### src/rtl/control_seq.sv
// Multicycle control sequencer for the RV32 core: decodes IR fields per state and
// drives every datapath strobe/select, with memory timeout, mul/div handshake and debug halt.
module control_seq #(
  parameter int MEM_TIMEOUT = 16,
  parameter bit MULDIV_EN   = 1'b1,
  parameter int CNT_W       = 8
) (
  input  logic       clk,
  input  logic       rst_n,
  input  logic [4:0] opcode,
  input  logic [2:0] f3,
  input  logic       f7_md,
  input  logic       mem_complete,
  input  logic       exception,
  input  logic       interrupt_pending,
  input  logic       halt_req,
  input  logic       resume_req,
  input  logic       md_done,
  output logic       write_ir,
  output logic       write_pc,
  output logic       write_pc_ne,
  output logic       write_pc_ex,
  output logic       write_rd,
  output logic       write_csr,
  output logic       mem_read,
  output logic       mem_write,
  output logic       md_start,
  output logic       addr_sel,
  output logic [1:0] rd_sel,
  output logic [1:0] alu_insel1,
  output logic [1:0] alu_insel2,
  output logic       bus_error,
  output logic       illegal,
  output logic       halted
);

  localparam logic [3:0] S_FETCH      = 4'd0;
  localparam logic [3:0] S_DISPATCH   = 4'd1;
  localparam logic [3:0] S_LOAD_WAIT  = 4'd2;
  localparam logic [3:0] S_LOAD_WB    = 4'd3;
  localparam logic [3:0] S_STORE_WAIT = 4'd4;
  localparam logic [3:0] S_STORE_DONE = 4'd5;
  localparam logic [3:0] S_MD_START   = 4'd6;
  localparam logic [3:0] S_MD_WAIT    = 4'd7;
  localparam logic [3:0] S_WFI        = 4'd8;
  localparam logic [3:0] S_HALTED     = 4'd9;

  localparam logic [4:0] OP_LOAD    = 5'b00000;
  localparam logic [4:0] OP_MISCMEM = 5'b00011;
  localparam logic [4:0] OP_OPIMM   = 5'b00100;
  localparam logic [4:0] OP_AUIPC   = 5'b00101;
  localparam logic [4:0] OP_STORE   = 5'b01000;
  localparam logic [4:0] OP_OP      = 5'b01100;
  localparam logic [4:0] OP_LUI     = 5'b01101;
  localparam logic [4:0] OP_BRANCH  = 5'b11000;
  localparam logic [4:0] OP_JALR    = 5'b11001;
  localparam logic [4:0] OP_JAL     = 5'b11011;
  localparam logic [4:0] OP_SYSTEM  = 5'b11100;

  localparam bit               TO_EN    = (MEM_TIMEOUT > 0);
  localparam logic [CNT_W-1:0] CNT_LAST = TO_EN ? CNT_W'(MEM_TIMEOUT - 1) : '0;

  logic [3:0]       state, state_nxt;
  logic [CNT_W-1:0] cnt;
  logic             retire, trap;

  always_comb begin
    write_ir    = 1'b0;
    write_pc    = 1'b0;
    write_pc_ne = 1'b0;
    write_pc_ex = 1'b0;
    write_rd    = 1'b0;
    write_csr   = 1'b0;
    mem_read    = 1'b0;
    mem_write   = 1'b0;
    md_start    = 1'b0;
    addr_sel    = 1'b0;
    rd_sel      = 2'd0;
    alu_insel1  = 2'd0;
    alu_insel2  = 2'd0;
    bus_error   = 1'b0;
    illegal     = 1'b0;
    halted      = 1'b0;
    retire      = 1'b0;
    trap        = 1'b0;
    state_nxt   = state;

    case (state)
      S_FETCH: begin
        // A halt is only taken before the fetch has started waiting on memory
        if (cnt == '0 && halt_req) begin
          state_nxt = S_HALTED;
        end else begin
          mem_read = 1'b1;
          if (mem_complete) state_nxt = S_DISPATCH;
        end
      end
      S_DISPATCH: begin
        case (opcode)
          OP_LUI:    begin alu_insel1 = 2'd2; alu_insel2 = 2'd1; write_rd = 1'b1; retire = 1'b1; end
          OP_AUIPC:  begin alu_insel1 = 2'd1; alu_insel2 = 2'd1; write_rd = 1'b1; retire = 1'b1; end
          OP_JAL,
          OP_JALR:   begin alu_insel1 = 2'd1; alu_insel2 = 2'd2; write_rd = 1'b1; retire = 1'b1; end
          OP_BRANCH,
          OP_MISCMEM: retire = 1'b1;
          OP_OPIMM:  begin alu_insel2 = 2'd1; write_rd = 1'b1; retire = 1'b1; end
          OP_OP: begin
            if (f7_md) begin
              if (MULDIV_EN) state_nxt = S_MD_START;
              else           illegal   = 1'b1;
            end else begin
              write_rd = 1'b1;
              retire   = 1'b1;
            end
          end
          OP_LOAD: begin
            addr_sel   = 1'b1;
            alu_insel2 = 2'd1;
            mem_read   = 1'b1;
            state_nxt  = mem_complete ? S_LOAD_WB : S_LOAD_WAIT;
          end
          OP_STORE: begin
            addr_sel   = 1'b1;
            alu_insel2 = 2'd1;
            mem_write  = 1'b1;
            state_nxt  = mem_complete ? S_STORE_DONE : S_STORE_WAIT;
          end
          OP_SYSTEM: begin
            if (f3 != 3'd0) begin
              rd_sel    = 2'd2;
              write_rd  = 1'b1;
              write_csr = 1'b1;
              retire    = 1'b1;
            end else if (interrupt_pending) begin
              retire = 1'b1;
            end else begin
              state_nxt = S_WFI;
            end
          end
          default: illegal = 1'b1;
        endcase
      end
      S_LOAD_WAIT: begin
        addr_sel   = 1'b1;
        alu_insel2 = 2'd1;
        mem_read   = 1'b1;
        if (mem_complete) state_nxt = S_LOAD_WB;
      end
      S_LOAD_WB: begin
        rd_sel   = 2'd1;
        write_rd = 1'b1;
        retire   = 1'b1;
      end
      S_STORE_WAIT: begin
        addr_sel   = 1'b1;
        alu_insel2 = 2'd1;
        mem_write  = 1'b1;
        if (mem_complete) state_nxt = S_STORE_DONE;
      end
      S_STORE_DONE: retire = 1'b1;
      S_MD_START: begin
        md_start  = 1'b1;
        state_nxt = S_MD_WAIT;
      end
      S_MD_WAIT: begin
        if (md_done) begin
          rd_sel   = 2'd3;
          write_rd = 1'b1;
          retire   = 1'b1;
        end
      end
      S_WFI:    if (interrupt_pending) retire = 1'b1;
      S_HALTED: begin
        halted = 1'b1;
        if (resume_req) state_nxt = S_FETCH;
      end
      default:  state_nxt = S_FETCH;
    endcase

    // Retire overlaps the next instruction fetch unless a debug halt is pending
    if (retire) begin
      write_pc_ne = 1'b1;
      if (halt_req) begin
        state_nxt = S_HALTED;
      end else begin
        mem_read  = 1'b1;
        addr_sel  = 1'b0;
        state_nxt = mem_complete ? S_DISPATCH : S_FETCH;
      end
    end

    bus_error = TO_EN && (mem_read || mem_write) && !mem_complete && (cnt == CNT_LAST);
    trap      = (exception || bus_error) && (state != S_HALTED);

    if (trap) begin
      write_pc_ne = 1'b0;
      write_rd    = 1'b0;
      write_csr   = 1'b0;
      mem_read    = 1'b0;
      mem_write   = 1'b0;
      md_start    = 1'b0;
      addr_sel    = 1'b0;
      rd_sel      = 2'd0;
      alu_insel1  = 2'd0;
      alu_insel2  = 2'd0;
      write_pc_ex = 1'b1;
      state_nxt   = S_FETCH;
    end

    write_pc = write_pc_ne | write_pc_ex;
    write_ir = mem_read & ~addr_sel & mem_complete;

    if (!rst_n) begin
      {write_ir, write_pc, write_pc_ne, write_pc_ex, write_rd, write_csr} = '0;
      {mem_read, mem_write, md_start, addr_sel, bus_error, illegal, halted} = '0;
      rd_sel     = 2'd0;
      alu_insel1 = 2'd0;
      alu_insel2 = 2'd0;
      state_nxt  = S_FETCH;
    end
  end

  // State register and memory-wait counter
  always_ff @(posedge clk) begin
    if (!rst_n) begin
      state <= S_FETCH;
      cnt   <= '0;
    end else begin
      state <= state_nxt;
      if (!TO_EN || trap || mem_complete || !(mem_read || mem_write)) cnt <= '0;
      else                                                            cnt <= cnt + 1'b1;
    end
  end

endmodule

### config.mk
export PLATFORM = sky130hd
export DESIGN_NAME = control_seq
export DESIGN_NICKNAME = d
export VERILOG_FILES = /design/src/rtl/control_seq.sv
export SDC_FILE = /design/constraint.sdc
export NUM_CORES = 1
export LEC_CHECK = 0
export CELL_PAD_IN_SITES_DETAIL_PLACEMENT = 0
export CELL_PAD_IN_SITES_GLOBAL_PLACEMENT = 2
export CORE_MARGIN = 2
export CORE_UTILIZATION = 29
export CTS_CLUSTER_DIAMETER = 40
export DETAILED_ROUTE_END_ITERATION = 12
export HOLD_SLACK_MARGIN = 0.05
export PLACE_DENSITY = 0.95
export SLEW_MARGIN = 20
export SYNTH_ARGS = -nofsm -noshare
export SYNTH_HDL_FRONTEND = slang
export SYNTH_SLANG_ARGS = --single-unit
### constraint.sdc
create_clock -name clk -period 7 [get_ports clk]
set_input_delay 1.4 -clock clk [delete_from_list [all_inputs] [get_ports clk]]
set_output_delay 1.4 -clock clk [all_outputs]
set_load 0.005 [all_outputs]
==> results.ini <==
[outcome]
status=complete, no violations

[synthesis]
syn_area_per_cell_sq_um=7.49
yosys_warnings=0
synth_area_sq_um=1350
synth_seq_cells=12
synthDistinctLibCells=59
seq_area_frac_synth_pct=17.8
syn_nets=199
synth_flop_cell=dfxtp_1
synth_edf_count=0
synthArstFlopShare_pct=0
synth_cells=180

[worst_setup_path]
worstPathArrival_ns=4.21
cp.required_ns=5.60
critPathLaunchType=input pin
r2r_setup_slack_ns=4.52
crit_path_end_kind=primary output
crit_type=input pin to primary output
cp_max_fo=17

[global_route]
antenna_found_initial=0
gr-total-overflow=0
grt_pass1_wl_mm=6.18
first_global_vias=1290
grt_max_degree=19
grt_usage_pct=14.6

[floorplanning]
die_h_um=72.2
core_sq_um=4410
die_area_sq_um=5210
start_util_pct=30.6
dieWidth_um=72.2
core.rowCount=24
ios=36

[clock_tree]
numClockSinks=12
clock_latency_ns=0.24
hold_buffers=0
cts_tree=done
htreeDepth=1
cts_root_buf=clkbuf_8
cts_resized=0
clk_pin_slew_ns=0.05
cts_made_buffers=3
cts_setup_buffers=0
cts.path.max_buffers=2

[timing]
skew_ns=0.00373
rsz0062_at_grt=false
maxSlewViolCount=0
period_share_pct=80.2
finalSetupViolations=0
slew_headroom_pct=52.5
hold_viol_final=0
max_freq_mhz=178
timing_worst_slew_pin_value_ns=0.703
min_period_ns=5.61
fin_tns_setup_ns=0
setup_slack_ns=1.39

[detailed_routing]
wl_per_cell_um=14.4
drc_errors=0
wirelength_mm=3.76
final_antenna_net_count=0
dr.first_iter.drc_count=113
vias_per_cell=5.41
firstDrtPassIters=4
dr_total_vias=1406

[finish]
final_cell_mix=clkdlybuf4s50_1 (35), nand2_1 (22), nor2_1 (21)
area_delta_synth_final_pct=29.7
nNetsFinal=228
layout_commonest_cell=clkdlybuf4s50_1
n_antenna_cell=0
drive_above_1_share_pct=10.6

[power]
comb_power_share_pct=32.2
leakage_nw=0.591
p_clk_share_pct=33.0
sequentialPowerShare_pct=34.8
switchingPower_uw=73.3
swShare_pct=32.2
p_int_uw=154
irDropWorstVdd_mv=0.104
pwr_density_cell_nw_per_um2=130

[hold_path]
hp-class=flip-flop to flip-flop

[placed_design]
dp_hpwl_mm=2.84
globalplace.congestion=0.774
place_ws_ns=1.40
io_buffer_count=35

[run]
drv_cap=0

worst max-delay path, stage by stage:
cell and delay (ns):
clkdlybuf4s50_1 0.65, and3b_1 0.33, o21ai_1 0.19, o2111ai_2 0.20
o2111ai_2 0.28, nand3_4 0.26, a2111oi_2 0.34, clkdlybuf4s50_1 0.55
per-stage QoR:
| step | cells | power (mW) | utilization (%) | instance area [sq um] | hold slack, ns |
|---|---|---|---|---|---|
| floorplan | 180 | 0.128 | - | 1350 | 0.430 |
| global placement | 256 | 0.154 | 38.4 | 1690 | 0.445 |
| detailed placement | 256 | 0.154 | 38.4 | 1690 | 0.450 |
| CTS | 260 | 0.230 | 39.6 | 1750 | 0.463 |
| global route | 260 | 0.242 | 39.6 | 1750 | 0.487 |
| finish | 260 | 0.228 | 39.6 | 1750 | 0.460 |
Yosys cell counts, drive strengths merged, types with 3 or more instances:
| cell | n | area, sq um |
|---|---|---|
| inv | 10 | 37.5 |
| nand2 | 23 | 88.8 |
| nor4 | 7 | 71.3 |
| nand3 | 9 | 57.6 |
| o2111ai | 3 | 38.8 |
| dfxtp | 12 | 240 |
| a21oi | 16 | 80.1 |
| nor2 | 21 | 78.8 |
| nor3 | 6 | 40.0 |
| o21ai | 7 | 35.0 |
| xnor2 | 3 | 26.3 |
| a31oi | 5 | 31.3 |
| a2111oi | 3 | 32.5 |
| xor2 | 4 | 35.0 |
| buf | 9 | 62.6 |
sequential cells by signal, summed over array words and instances (netlist names):
name / count
cnt: 8
state: 4
power by group through the flow:
stage	registers, mW	clock network [mW]	logic [mW]
after CTS	0.0790	0.0773	0.0736
final	0.0792	0.0751	0.0732
after global routing	0.0802	0.0812	0.0811
after floorplan	0.0735	0	0.0546
after global placement	0.0804	0	0.0735
after detailed placement	0.0805	0	0.0732
path summary, 6_finish.rpt:
| kind | cells past startpoint | startpoint | end |
|---|---|---|---|
| worst max-delay path | 8 | opcode[4] | rd_sel[1] |
| worst min-delay path | 1 | cnt[0] | cnt[0] |
| worst max register to register | 6 | state[2] | state[0] |
| worst min register to register | 1 | cnt[0] | cnt[0] |
layout make-up:
type | count | area (sq um)
timing repair buffer | 35 | 350
tap | 52 | 65.1
fill | 473 | 2670
sequential | 12 | 240
inverter | 10 | 37.5
clock buffer | 4 | 55.1
multi-input combinational | 147 | 1000
logic make-up after synthesis:
| kind of cell | after synthesis | share of synthesized area (%) |
|---|---|---|
| adders and majority gates | 2 | 1.85 |
| muxes | 1 | 0.835 |
| and+or+nand+nor | 88 | 39.6 |
| xor gates and xnor gates | 7 | 4.55 |
| DFF | 12 | 17.8 |
| buffers and inverters | 21 | 7.98 |
| AOI/OAI and AO/OA | 49 | 27.4 |
layer usage:
metal	GRT usage, %	part of all wire (%)	vias to the layer above	routed length (um)
li1	-	-	723	-
met1	20.5	50	652	1860
met2	23.6	46	29	1720
met3	1.67	3.8	2	143
met4	3.98	0.69	0	26
met5	0	0	-	0
(Power assumes the default switching activity.)
